### src/rtl/apb_pmu_seq.sv
// ---------------------------------------------------------------------------
// apb_pmu_seq
//
// APB-programmable power-domain sequencer. Software writes a domain MASK,
// a SETTLE time and a direction, then writes GO. The sequencer walks the
// selected domains one at a time through the clock-gate / reset /
// sleep-request / acknowledge handshake and pulses irq_o when finished.
//
// Optional feature macro: APB_PMU_SEQ_TIMEOUT_EN
//   defined   : WAIT_ACK is bounded by the TIMEOUT register (0 = no limit);
//               expiry enters ERR, sets the sticky err flag and pulses irq_o.
//   undefined : WAIT_ACK waits forever, TIMEOUT reads 0, err is always 0.
//
// Parameters
//   APB_ADDR_WIDTH : APB address width (only PADDR[4:0] decoded)
//   NUM_DOM        : number of power domains (1..16)
//   CNT_WIDTH      : width of the SETTLE / TIMEOUT counters
//
// Ports
//   HCLK, HRESETn          : clock, asynchronous active-low reset
//   PADDR/PWDATA/PWRITE/
//   PSEL/PENABLE           : APB request
//   PRDATA/PREADY/PSLVERR  : APB response (PREADY tied high)
//   sleep_req_o            : per-domain power-off request
//   sleep_ack_i            : per-domain switch acknowledge (asynchronous)
//   dom_rstn_o             : per-domain active-low reset
//   clk_en_o               : per-domain clock enable
//   irq_o                  : one-cycle completion / error pulse
//
// Register map (byte offsets)
//   0x00 SIGNATURE RO 0x00DA41DF   0x04 SCRATCH RW
//   0x08 CTRL  bit0 GO (W1, reads 0), bit1 DIR (0 down, 1 up)
//   0x0C MASK  0x10 SETTLE  0x14 STATUS  0x18 TIMEOUT
// ---------------------------------------------------------------------------
module apb_pmu_seq #(
    parameter int APB_ADDR_WIDTH = 12,
    parameter int NUM_DOM        = 5,
    parameter int CNT_WIDTH      = 8
) (
    input  logic                      HCLK,
    input  logic                      HRESETn,
    input  logic [APB_ADDR_WIDTH-1:0] PADDR,
    input  logic [31:0]               PWDATA,
    input  logic                      PWRITE,
    input  logic                      PSEL,
    input  logic                      PENABLE,
    output logic [31:0]               PRDATA,
    output logic                      PREADY,
    output logic                      PSLVERR,
    output logic [NUM_DOM-1:0]        sleep_req_o,
    input  logic [NUM_DOM-1:0]        sleep_ack_i,
    output logic [NUM_DOM-1:0]        dom_rstn_o,
    output logic [NUM_DOM-1:0]        clk_en_o,
    output logic                      irq_o
);

    localparam logic [31:0] SIGNATURE_VAL = 32'h00DA41DF;

    localparam logic [4:0] ADDR_SIG     = 5'h00;
    localparam logic [4:0] ADDR_SCRATCH = 5'h04;
    localparam logic [4:0] ADDR_CTRL    = 5'h08;
    localparam logic [4:0] ADDR_MASK    = 5'h0C;
    localparam logic [4:0] ADDR_SETTLE  = 5'h10;
    localparam logic [4:0] ADDR_STATUS  = 5'h14;
    localparam logic [4:0] ADDR_TIMEOUT = 5'h18;

    typedef enum logic [3:0] {
        IDLE,
        SCAN,
        CLK_OFF,
        RST_ON,
        REQ,
        WAIT_ACK,
        SETTLE,
        RST_OFF,
        CLK_ON,
        DONE
`ifdef APB_PMU_SEQ_TIMEOUT_EN
        , ERR
`endif
    } state_t;

    state_t               state;
    logic [3:0]           cur_idx;
    logic [CNT_WIDTH-1:0] cnt;
    logic [NUM_DOM-1:0]   dom_on;

    logic [31:0]          scratch;
    logic                 dir;
    logic [NUM_DOM-1:0]   mask;
    logic [CNT_WIDTH-1:0] settle_val;
    logic                 err;
`ifdef APB_PMU_SEQ_TIMEOUT_EN
    logic [CNT_WIDTH-1:0] timeout_val;
    logic                 timeout_hit;
`endif

    logic [NUM_DOM-1:0]   ack_meta;
    logic [NUM_DOM-1:0]   ack_sync;

    logic [4:0]           addr;
    logic                 wr_acc;
    logic                 cfg_addr;
    logic                 reject;
    logic                 go_accept;
    logic                 busy;

    logic [NUM_DOM-1:0]   pending;
    logic [NUM_DOM-1:0]   sel;
    logic [3:0]           next_idx;
    logic                 found;
    logic                 ack_hit;
    logic                 settle_done;
    logic [31:0]          status;

    logic                 unused_bits;

    assign unused_bits = ^{PADDR, PWDATA};

    assign addr   = PADDR[4:0];
    assign wr_acc = PSEL && PENABLE && PWRITE;
    assign PREADY = 1'b1;

    // DONE and ERR already report not-busy so software sees completion in the
    // same cycle as the interrupt pulse.
`ifdef APB_PMU_SEQ_TIMEOUT_EN
    assign busy = (state != IDLE) && (state != DONE) && (state != ERR);
`else
    assign busy = (state != IDLE) && (state != DONE);
`endif

    // Write rejection: configuration is frozen while a walk is running, and a
    // new walk may not start until software has acknowledged a previous error.
    always_comb begin
        cfg_addr = (addr == ADDR_CTRL) || (addr == ADDR_MASK) ||
                   (addr == ADDR_SETTLE) || (addr == ADDR_TIMEOUT);
        reject   = wr_acc && ((busy && cfg_addr) ||
                              ((addr == ADDR_CTRL) && PWDATA[0] && err));
    end

    assign PSLVERR   = reject;
    assign go_accept = wr_acc && !reject && (addr == ADDR_CTRL) && PWDATA[0];

    // Two-flop synchroniser for the asynchronous switch acknowledges.
    always_ff @(posedge HCLK or negedge HRESETn) begin
        if (!HRESETn) begin
            ack_meta <= '0;
            ack_sync <= '0;
        end else begin
            ack_meta <= sleep_ack_i;
            ack_sync <= ack_meta;
        end
    end

    // Software-visible configuration registers. MASK and DIR cannot change
    // while busy, so the FSM uses them directly as the values latched at GO.
    always_ff @(posedge HCLK or negedge HRESETn) begin
        if (!HRESETn) begin
            scratch     <= '0;
            dir         <= 1'b0;
            mask        <= '0;
            settle_val  <= '0;
`ifdef APB_PMU_SEQ_TIMEOUT_EN
            timeout_val <= '0;
`endif
        end else if (wr_acc && !reject) begin
            case (addr)
                ADDR_SCRATCH: scratch    <= PWDATA;
                ADDR_CTRL:    dir        <= PWDATA[1];
                ADDR_MASK:    mask       <= PWDATA[NUM_DOM-1:0];
                ADDR_SETTLE:  settle_val <= PWDATA[CNT_WIDTH-1:0];
`ifdef APB_PMU_SEQ_TIMEOUT_EN
                ADDR_TIMEOUT: timeout_val <= PWDATA[CNT_WIDTH-1:0];
`endif
                default: ;
            endcase
        end
    end

    // A domain is pending when it is selected and its power state differs
    // from the target level (DIR = 1 means "should be on").
    assign pending = mask & (dom_on ^ {NUM_DOM{dir}});

    // Power-down walks lowest index first, power-up highest index first, so
    // an up-walk undoes a down-walk in reverse order.
    always_comb begin
        found    = |pending;
        next_idx = '0;
        if (dir) begin
            for (int i = 0; i < NUM_DOM; i++) begin
                if (pending[i]) next_idx = 4'(i);
            end
        end else begin
            for (int i = NUM_DOM - 1; i >= 0; i--) begin
                if (pending[i]) next_idx = 4'(i);
            end
        end
    end

    assign sel = NUM_DOM'(1) << cur_idx;

    // Down waits for ack high, up waits for ack low.
    assign ack_hit = dir ? ((ack_sync & sel) == '0) : ((ack_sync & sel) != '0);

    // A SETTLE value of 0 still spends one cycle in the state.
    assign settle_done = (settle_val == '0) || (cnt == settle_val - 1'b1);

`ifdef APB_PMU_SEQ_TIMEOUT_EN
    assign timeout_hit = (timeout_val != '0) && (cnt == timeout_val - 1'b1);
`endif

    // Sequencer FSM with registered domain controls. Each control bit is only
    // touched for the selected domain; everything else holds its value.
    always_ff @(posedge HCLK or negedge HRESETn) begin
        if (!HRESETn) begin
            state       <= IDLE;
            cur_idx     <= '0;
            cnt         <= '0;
            dom_on      <= '1;
            sleep_req_o <= '0;
            dom_rstn_o  <= '1;
            clk_en_o    <= '1;
            irq_o       <= 1'b0;
`ifdef APB_PMU_SEQ_TIMEOUT_EN
            err         <= 1'b0;
`endif
        end else begin
            irq_o <= 1'b0;
`ifdef APB_PMU_SEQ_TIMEOUT_EN
            if (wr_acc && (addr == ADDR_STATUS) && PWDATA[1]) err <= 1'b0;
`endif
            case (state)
                SCAN: begin
                    if (found) begin
                        cur_idx <= next_idx;
                        state   <= dir ? REQ : CLK_OFF;
                    end else begin
                        irq_o <= 1'b1;
                        state <= DONE;
                    end
                end
                CLK_OFF: begin
                    clk_en_o <= clk_en_o & ~sel;
                    state    <= RST_ON;
                end
                RST_ON: begin
                    dom_rstn_o <= dom_rstn_o & ~sel;
                    state      <= REQ;
                end
                REQ: begin
                    sleep_req_o <= dir ? (sleep_req_o & ~sel) : (sleep_req_o | sel);
                    cnt         <= '0;
                    state       <= WAIT_ACK;
                end
                WAIT_ACK: begin
                    if (ack_hit) begin
                        cnt   <= '0;
                        state <= SETTLE;
                    end
`ifdef APB_PMU_SEQ_TIMEOUT_EN
                    else if (timeout_hit) begin
                        err   <= 1'b1;
                        irq_o <= 1'b1;
                        state <= ERR;
                    end
`endif
                    else begin
                        cnt <= cnt + 1'b1;
                    end
                end
                SETTLE: begin
                    if (settle_done) begin
                        cnt <= '0;
                        if (dir) begin
                            state <= RST_OFF;
                        end else begin
                            dom_on <= dom_on & ~sel;
                            state  <= SCAN;
                        end
                    end else begin
                        cnt <= cnt + 1'b1;
                    end
                end
                RST_OFF: begin
                    dom_rstn_o <= dom_rstn_o | sel;
                    state      <= CLK_ON;
                end
                CLK_ON: begin
                    clk_en_o <= clk_en_o | sel;
                    dom_on   <= dom_on | sel;
                    state    <= SCAN;
                end
                // IDLE, DONE and ERR all wait for the next accepted GO.
                default: begin
                    state <= go_accept ? SCAN : IDLE;
                end
            endcase
        end
    end

`ifndef APB_PMU_SEQ_TIMEOUT_EN
    assign err = 1'b0;
`endif

    // STATUS layout: busy, err, current domain index, per-domain power state.
    always_comb begin
        status                 = '0;
        status[0]              = busy;
        status[1]              = err;
        status[11:8]           = cur_idx;
        status[16 +: NUM_DOM]  = dom_on;
    end

    // Read mux, combinational from the address alone.
    always_comb begin
        PRDATA = '0;
        case (addr)
            ADDR_SIG:     PRDATA = SIGNATURE_VAL;
            ADDR_SCRATCH: PRDATA = scratch;
            ADDR_CTRL:    PRDATA = {30'b0, dir, 1'b0};
            ADDR_MASK:    PRDATA = 32'(mask);
            ADDR_SETTLE:  PRDATA = 32'(settle_val);
            ADDR_STATUS:  PRDATA = status;
`ifdef APB_PMU_SEQ_TIMEOUT_EN
            ADDR_TIMEOUT: PRDATA = 32'(timeout_val);
`endif
            default:      PRDATA = '0;
        endcase
    end

endmodule
### config.mk
export PLATFORM = sky130hd
export DESIGN_NAME = apb_pmu_seq
export DESIGN_NICKNAME = d
export VERILOG_FILES = /design/src/rtl/apb_pmu_seq.sv
export SDC_FILE = /design/constraint.sdc
export NUM_CORES = 1
export LEC_CHECK = 0
export BUFFER_PORTS_ARGS = -buffer_cell sky130_fd_sc_hd__buf_2
export CAP_MARGIN = 15
export CORE_MARGIN = 4
export CORE_UTILIZATION = 30
export DETAILED_ROUTE_END_ITERATION = 12
export SYNTH_ARGS = -nofsm -noshare
export SYNTH_HDL_FRONTEND = slang
export SYNTH_SLANG_ARGS = --single-unit
### constraint.sdc
create_clock -name HCLK -period 4.8 [get_ports HCLK]
set_clock_uncertainty 0.2 [all_clocks]
set_input_delay 0.48 -clock HCLK [delete_from_list [all_inputs] [get_ports HCLK]]
set_output_delay 0.48 -clock HCLK [all_outputs]
set_load 0.05 [all_outputs]
==> Word-level counts from Yosys, hierarchy flattened <==
Index checks and enable logic that the tools add are counted.
{ "totals": {"ff_bits": 93, "inputBits": 54, "output_inout_bits": 50, "wordCells": 108} }
{ "classes": {"n_addsub": 2, "eq_ne": 19, "n_shift": 1, "mux": 30, "bitwise": 12, "n_reduce_logical": 30} }
{ "op_table": {"columns": ["cell", "n"], "rows": [
  ["$pmux W32 S6", 1],
  ["$mux W4", 11],
  ["$pmux W4 S8", 1],
  ["$and A5 B5 Y5", 6],
  ["$pmux W5 S2", 3],
  ["$pmux W8 S3", 1],
  ["$or A5 B5 Y5", 4],
  ["$eq A4 B3 Y1 const B", 4],
  ["$mux W8", 2],
  ["$eq A5 B5 Y1 const B", 3],
  ["$mux W5", 3],
  ["$reduce_and A2 Y1", 6],
  ["$eq A5 B4 Y1 const B", 2],
  ["$logic_not A5 Y1", 2],
  ["$mux W3", 3],
  ["$add A8 B1 Y8 const B", 1],
  ["$eq A4 B2 Y1 const B", 2],
  ["$eq A8 B8 Y1", 1],
  ["$logic_and A1 B1 Y1", 8],
  ["$logic_not A8 Y1", 1],
  ["$sub A8 B1 Y8 const B", 1],
  ["$ne A2 B2 Y1 const B", 3],
  ["$reduce_bool A2 Y1", 3],
  ["$eq A5 B3 Y1 const B", 1],
  ["other kinds (14)", 21]
]} }

==> Longest topological paths before layout <==
Gate-level depths: netlist of the first run.
{ "depth": {"depth_word": 12, "mapped_depth": 8, "mapped_depth_nobuf": 8} }

==> Worst setup path before layout of the first run <==
OpenSTA, ideal clock, no wires.
{ "synth_path": {"path_kind": "input port to output port", "from": "in PADDR[4]", "to": "out PRDATA[3]", "arrival_time_ns": 2.206, "path_slack_ns": 1.914, "cell_stages": 5, "path_buffers": 2, "path_cell_list": "buf_2 clkinv_1 clkbuf_1 a21oi_1 o21ai_0"} }
{ "synth_via": {"elab_chain_cells": 2} }
{ "synth_rtl": {"columns": ["item", "line", "source"], "rows": [
  ["start: declaration", "42", "input logic [APB_ADDR_WIDTH-1:0] PADDR,"],
  ["$eq A5 B5 Y1, or another cell as far along", "317", "case (addr)"],
  ["$pmux W32 S6 *", "317", null],
  ["end: declaration", "47", "output logic [31:0] PRDATA,"]
]} }
Every way passes the cells marked *; elsewhere a longest branch is shown, timed or not.

==> Final worst setup path of the first run <==
Same ends and word-level chain as after synthesis.

==> out/results.tsv, run 1 <==
stage	metric	value	unit
outcome	status	finished, final reports clean	
synth	synth-xor-area-share	0.0334	
clock_network	cts_tree	built	
timing	relSlewSlack	0.579	
critical_path	endpoint_kind	output pin	
grt	grt_overflow	0	
synth	yosys_warnings	0	
clock_network	clk_path_buf_depth	2	
synth	synthesis.area	4720	um2
grt	use_met2	0.222	
pwr	seq_power_share	0.416	
timing	finalSetupTns	0	ns
layout	drive_gt1_frac	0.325	
detailed_routing	drc_errors	0	
clock_network	cts.sinks	92	
grt	grt_pass1_vias	3858	
detailed_routing	dr.pass1.iters	4	
die	rows	45	
critical_path	cp.arrival	2.45	ns
grt	grt_pass1_wl	19900	um
synth	synthDistinctLibCells	60	
pwr	p_per_area	477	nW/um2
timing	setup_viol	0	
layout	final_nets	608	
critical_path	critical_path_required	4.12	ns
flow_run	cap_violations	0	
pwr	clkPwrFrac	0.263	
pwr	swShare	0.379	
synth	syn-num-nets	522	
timing	drv_slew	0	
synth	synth_compound_area_frac	0.166	
critical_path	path_max_fanout	19	
timing	timing_hold_violations_final	0	
critical_path	crit_chain	buf_2 -> clkinv_1 -> and3_1 -> and2_1 -> nand2_1 -> o21ai_0 -> buf_2	
layout	area_growth_syn_to_layout	20.8	%
synth	ys_seq_area_frac	0.492	
layout	n_fill_cell	1572	
detailed_routing	vias	3777	
pwr	p_leak	0.00265	uW
timing	rsz0062_at_grt	no	
timing	fmax	319	MHz
detailed_routing	drt_iter0_markers	197	
detailed_routing	via_per_inst	4.92	
layout	finalInstanceArea	5700	um2
synth	synth_edf_count	0	
timing	period_minus_slack	3.13	ns
clock_network	cts_buffers	9	
die	initial_core_util	0.308	
placement	gp_congestion	0.815	
clock_network	ctsHoldBuffers	1	
die	coreArea	15300	um2
synth	synth_top_family_by_area	compound AO/OA/AOI/OAI gates	
min_path	hold_path_class	in -> reg	
die	die_w	133	um
placement	dp.final_hpwl	9060	um
critical_path	startpoint	PADDR[4]	
placement	port_buffers	95	
critical_path	max_stage_delay	0.56	ns
die	die-area	17800	um2
critical_path	crit_top_cell	buf_2	
die	die_h	133	um
grt	grt_usage	0.137	
placement	placedInstanceArea	5380	um2
clock_network	clock_tree.root_cell	clkbuf_16	
grt	busiest_layer	met2	
timing	worst_pin_slew	0.630	ns
synth	synth_mux_area_frac	0.120	
grt	use_met3	0.0385	
grt	antenna_found_initial	0	
clock_network	cts_setup_buffers	0	
critical_path	path_buf_inv	3	
grt	grt_start_max_net_pins	51	
detailed_routing	wl_per_cell	15.5	um
clock_network	clock_latency	0.34	ns
min_path	hp-start	sleep_ack_i[3]	
pwr	peakVddDrop	0.224	mV
layout	diodes	0	
synth	syn_inst	466	
detailed_routing	antenna_left	0	
pwr	pwr-share-comb	0.321	
min_path	hold_end	ack_meta[3]	
synth	synth_seq_cells	92	
critical_path	critPathTopFamily	buffers and inverters	
clock_network	cts_resized	0	
synth	synth_area_per_cell	10.1	um2
synth	yosys_most_used_dff	dfrtp_1	
die	num_io_pins	104	
grt	grtUsageMet1	0.179	
synth	synth-simple-area-share	0.146	
critical_path	r2r_cells	8	
critical_path	startpoint_type	primary input	
min_path	min_path_cells	1	
clock_network	htree_levels	3	
pwr	internal_power	1690	uW
critical_path	reg2reg_slack	1.86	ns
critical_path	crit_slowest_cell	clkinv_1	
clock_network	clk_pin_slew	0.06	ns
synth	async_flop_share	1.00	
critical_path	timing.rr.start	settle_val[0]	
detailed_routing	wl	11900	um
timing	period_share	0.652	
pwr	p_sw	1030	uW
synth	synth_fa_ha_area_frac	0.00531	
critical_path	path_class	in -> out	
## layer usage
layer,vias up,wire length (um),part of all wire
met2,104,5700,0.48
met4,0,126,0.011
met3,14,786,0.066
met5,-,0,0
met1,1841,5270,0.44
li1,1818,-,-
## cells by family (layout without fill, tap and decap cells)
logic type                 count (synthesis)  in the layout
AOI/OAI and AO/OA                        121            121
xor gates and xnor gates                  18             18
adders and majority gates                  2              2
buffers and inverters                     42            133
DFF                                       92             92
muxes                                     51             51
other                                      1              1
and+or+nand+nor                          139            139
## synthesized netlist by cell type (2+ instances only)
| cell type | n | area share |
|---|---|---|
| dfrtp_1 | 77 | 0.41 |
| mux2_2 | 46 | 0.11 |
| nand2_1 | 44 | 0.035 |
| o21ai_0 | 37 | 0.039 |
| a21oi_1 | 27 | 0.029 |
| nor2_1 | 26 | 0.021 |
| clkbuf_1 | 17 | 0.014 |
| inv_1 | 17 | 0.014 |
| and2_1 | 15 | 0.020 |
| dfstp_2 | 15 | 0.084 |
| nand3_1 | 13 | 0.014 |
| xor2_1 | 11 | 0.020 |
| nand2b_1 | 8 | 0.011 |
| nor3_1 | 8 | 0.0085 |
| o31ai_1 | 8 | 0.013 |
| xnor2_1 | 7 | 0.013 |
| a22oi_1 | 5 | 0.0080 |
| mux2i_1 | 5 | 0.011 |
| o211ai_1 | 5 | 0.0080 |
| o21a_1 | 5 | 0.0080 |
| o21ai_1 | 5 | 0.0053 |
| or3_1 | 5 | 0.0066 |
| a31oi_1 | 4 | 0.0053 |
| and3_1 | 4 | 0.0053 |
| nor3b_1 | 4 | 0.0064 |
| o221ai_1 | 4 | 0.0074 |
| buf_2 | 3 | 0.0032 |
| or2_2 | 3 | 0.0040 |
| a21o_1 | 2 | 0.0032 |
| buf_1 | 2 | 0.0016 |
| ha_1 | 2 | 0.0053 |
| nor2b_1 | 2 | 0.0027 |
| o21bai_1 | 2 | 0.0032 |
| o2bb2ai_1 | 2 | 0.0037 |
## how the worst max path moves through the flow
stage	slack (ns)	to	cells past startpoint
after floorplan	1.91	PRDATA[3]	5
after global placement	1.73	PRDATA[3]	7
after detailed placement	1.67	PRDATA[3]	7
after CTS	1.67	PRDATA[3]	7
after global routing	1.52	PRDATA[4]	7
final	1.67	PRDATA[3]	7
## cell usage in the layout, fill, tap and decap left out, drive strengths merged, types with 6 or more instances in the layout
| cell type | synthesis | final |
|---|---|---|
| nor3 | 9 | 9 |
| nand2b | 8 | 8 |
| o211ai | 6 | 6 |
| nand3 | 13 | 13 |
| nor2 | 26 | 26 |
| clkbuf | 17 | 13 |
| nand2 | 44 | 44 |
| mux2 | 46 | 46 |
| inv | 17 | 17 |
| xor2 | 11 | 11 |
| a21oi | 27 | 27 |
| xnor2 | 7 | 7 |
| o31ai | 8 | 8 |
| buf | 7 | 98 |
| o21ai | 42 | 42 |
| dfrtp | 77 | 77 |
| dfstp | 15 | 15 |
| and2 | 17 | 17 |
## stage by stage
step / setup slack (ns) / power, uW / utilization / hold slack, ns / std cells
finish: 1.67 / 2720 / 0.372 / 0.0474 / 768
detailed placement: 1.67 / 2020 / 0.351 / 0.136 / 751
CTS: 1.67 / 2750 / 0.372 / 0.0308 / 768
global route: 1.52 / 2900 / 0.372 / 0.0319 / 768
global placement: 1.73 / 1980 / 0.351 / 0.135 / 751
floorplan: 1.91 / 1770 / - / -0.0156 / 466
## area by class of cell
cell class | instances | area (um2) | share of cell area
sequential | 92 | 2320 | 0.407
clock buffer | 13 | 260 | 0.0457
timing repair buffer | 99 | 510 | 0.0896
clock inverter | 3 | 45.0 | 0.00791
multi-input combinational | 332 | 2230 | 0.391
tap | 211 | 264 | 0.0463
inverter | 18 | 67.6 | 0.0119
## power groups by stage
| stage | combinational (uW) | sequential [uW] | clock (uW) |
|---|---|---|---|
| final | 873 | 1130 | 714 |
| after CTS | 879 | 1130 | 739 |
| after global routing | 966 | 1160 | 771 |
| after detailed placement | 874 | 1140 | 0 |
| after floorplan | 576 | 1190 | 0 |
| after global placement | 847 | 1130 | 0 |
Power figures use the tool's default switching activity.
==> inputs of run 2 (changes only) <==
==> constraint.sdc (replaced) <==
create_clock -name HCLK -period 3.25 [get_ports HCLK]
set_clock_uncertainty 0.2 [all_clocks]
set_input_delay 0.325 -clock HCLK [delete_from_list [all_inputs] [get_ports HCLK]]
set_output_delay 0.325 -clock HCLK [all_outputs]
set_load 0.05 [all_outputs]
==> out/results.tsv, run 2 (same netlist as run 1, synthesis figures left out) <==
stage	metric	value	unit
critical_path	cp.arrival	2.96	ns
clock_network	cts_buffers	9	
clock_network	clock_latency	0.35	ns
timing	relSlewSlack	0.556	
grt	grt_pass1_vias	4080	
die	rows	45	
critical_path	path_class	reg -> reg	
clock_network	htree_levels	3	
critical_path	endpoint_kind	flip-flop	
grt	antenna_found_initial	0	
timing	rsz0062_at_grt	no	
grt	grt_pass1_wl	21200	um
detailed_routing	wl_per_cell	15.9	um
clock_network	clock_tree.root_cell	clkbuf_16	
timing	drv_slew	0	
layout	final_common_cell	buf_2	
timing	timing_hold_violations_final	0	
die	die_w	133	um
timing	finalSetupTns	0	ns
detailed_routing	drt_iter0_markers	219	
outcome	status	finished, final reports clean	
die	die_h	133	um
detailed_routing	dr.pass1.iters	4	
die	coreArea	15300	um2
critical_path	path_max_fanout	10	
die	num_io_pins	104	
placement	dp.final_hpwl	9220	um
die	initial_core_util	0.308	
pwr	peakVddDrop	0.492	mV
detailed_routing	vias	3915	
timing	worst_slack	0.312	ns
timing	worst_pin_slew	0.665	ns
pwr	p_leak	0.00279	uW
critical_path	critical_path_required	3.27	ns
min_path	hold_path_class	in -> reg	
critical_path	startpoint_type	flip-flop	
placement	gp_congestion	0.835	
grt	grt_usage	0.149	
layout	diodes	0	
clock_network	cts.sinks	92	
timing	period_minus_slack	2.94	ns
placement	port_buffers	95	
timing	period_share	0.904	
clock_network	clk_path_buf_depth	2	
detailed_routing	antenna_left	0	
layout	final_nets	637	
timing	fmax	340	MHz
timing	setup_viol	0	
placement	place_worst_setup_slack	0.296	ns
layout	most-common-layout-cells	94 x buf_2, 77 x dfrtp_1, 46 x mux2_2	
layout	area_growth_syn_to_layout	27.3	%
clock_network	cts_tree	built	
pwr	p_per_area	695	nW/um2
detailed_routing	wl	12700	um
clock_network	cts_resized	0	
clock_network	clk_pin_slew	0.07	ns
layout	drive_gt1_frac	0.316	
detailed_routing	via_per_inst	4.91	
flow_run	cap_violations	0	
grt	grt_start_max_net_pins	51	
die	die-area	17800	um2
grt	grt_overflow	0	
detailed_routing	drc_errors	0	
[run 2: cell count changes in the layout (fill, tap and decap cells not counted), sizes merged]
| cell | change |
|---|---|
| dlygate4sd3 | +24 |
| buf | +5 |
| clkinvlp | -1 |
| bufinv | +2 |
| clkbuf | -1 |
[run 2: worst paths after layout]
kind | startpoint | endpoint | slack (ns) | cells after the start
worst min-delay path | PWDATA[26] | scratch[26] | 0.01 | 2
min in group asynchronous | HRESETn | asynchronous set/reset pin | 0.34 | 2
worst max register to register | settle_val[0] | state[2] | 0.31 | 8
worst max-delay path | settle_val[0] | state[2] | 0.31 | 8
max in group asynchronous | HRESETn | asynchronous set/reset pin | 1.68 | 3
worst min register to register | ack_meta[0] | ack_sync[0] | 0.15 | 0
[run 2: routing by layer]
| metal | vias up | routed length (um) | track usage |
|---|---|---|---|
| li1 | 1882 | - | - |
| met1 | 1914 | 5560 | 0.186 |
| met2 | 109 | 6220 | 0.247 |
| met3 | 10 | 770 | 0.0453 |
| met4 | 0 | 113 | 0.0463 |
| met5 | - | 0 | 0 |
[run 2: metrics by stage]
| stage | utilization | cell area, um2 | hold WS [ns] | instances | power, uW |
|---|---|---|---|---|---|
| final | 0.392 | 6000 | 0.0103 | 797 | 4170 |
| after global placement | 0.354 | 5420 | 0.135 | 756 | 2930 |
| after CTS | 0.392 | 6000 | 0.00217 | 797 | 4220 |
| after floorplan | - | 4720 | -0.171 | 466 | 2620 |
| after global routing | 0.392 | 6000 | 0.0154 | 797 | 4450 |
| after detailed placement | 0.354 | 5420 | 0.135 | 756 | 2980 |
[run 2: power by group]
group	internal (uW)	switching, uW	total [uW]
registers	1390	285	1680
logic	487	823	1310
clock network	753	436	1190
[run 2: what timing repair did]
| action | CTS | global route |
|---|---|---|
| hold buffers | 25 | 0 |
| buffers inserted | 0 | 0 |
| hold endpoints to repair | 67 | 0 |
[run 2: critical path, stage by stage, from the launching register on]
cell and delay [ns]:
dfrtp_1 0.41, inv_1 0.11, ha_1 0.26, or3b_1 0.39
a211oi_2 0.24, o211ai_2 0.14, o41ai_4 0.67, and2_4 0.29
o211ai_1 0.09
[run 2: area by class of cell]
| class | count | area (um2) |
|---|---|---|
| multi-input combinational | 332 | 2230 |
| fill | 1557 | 9310 |
| tap | 211 | 264 |
| clock inverter | 4 | 97.6 |
| clock buffer | 12 | 236 |
| timing repair buffer | 128 | 788 |
| inverter | 18 | 67.6 |
| sequential | 92 | 2320 |
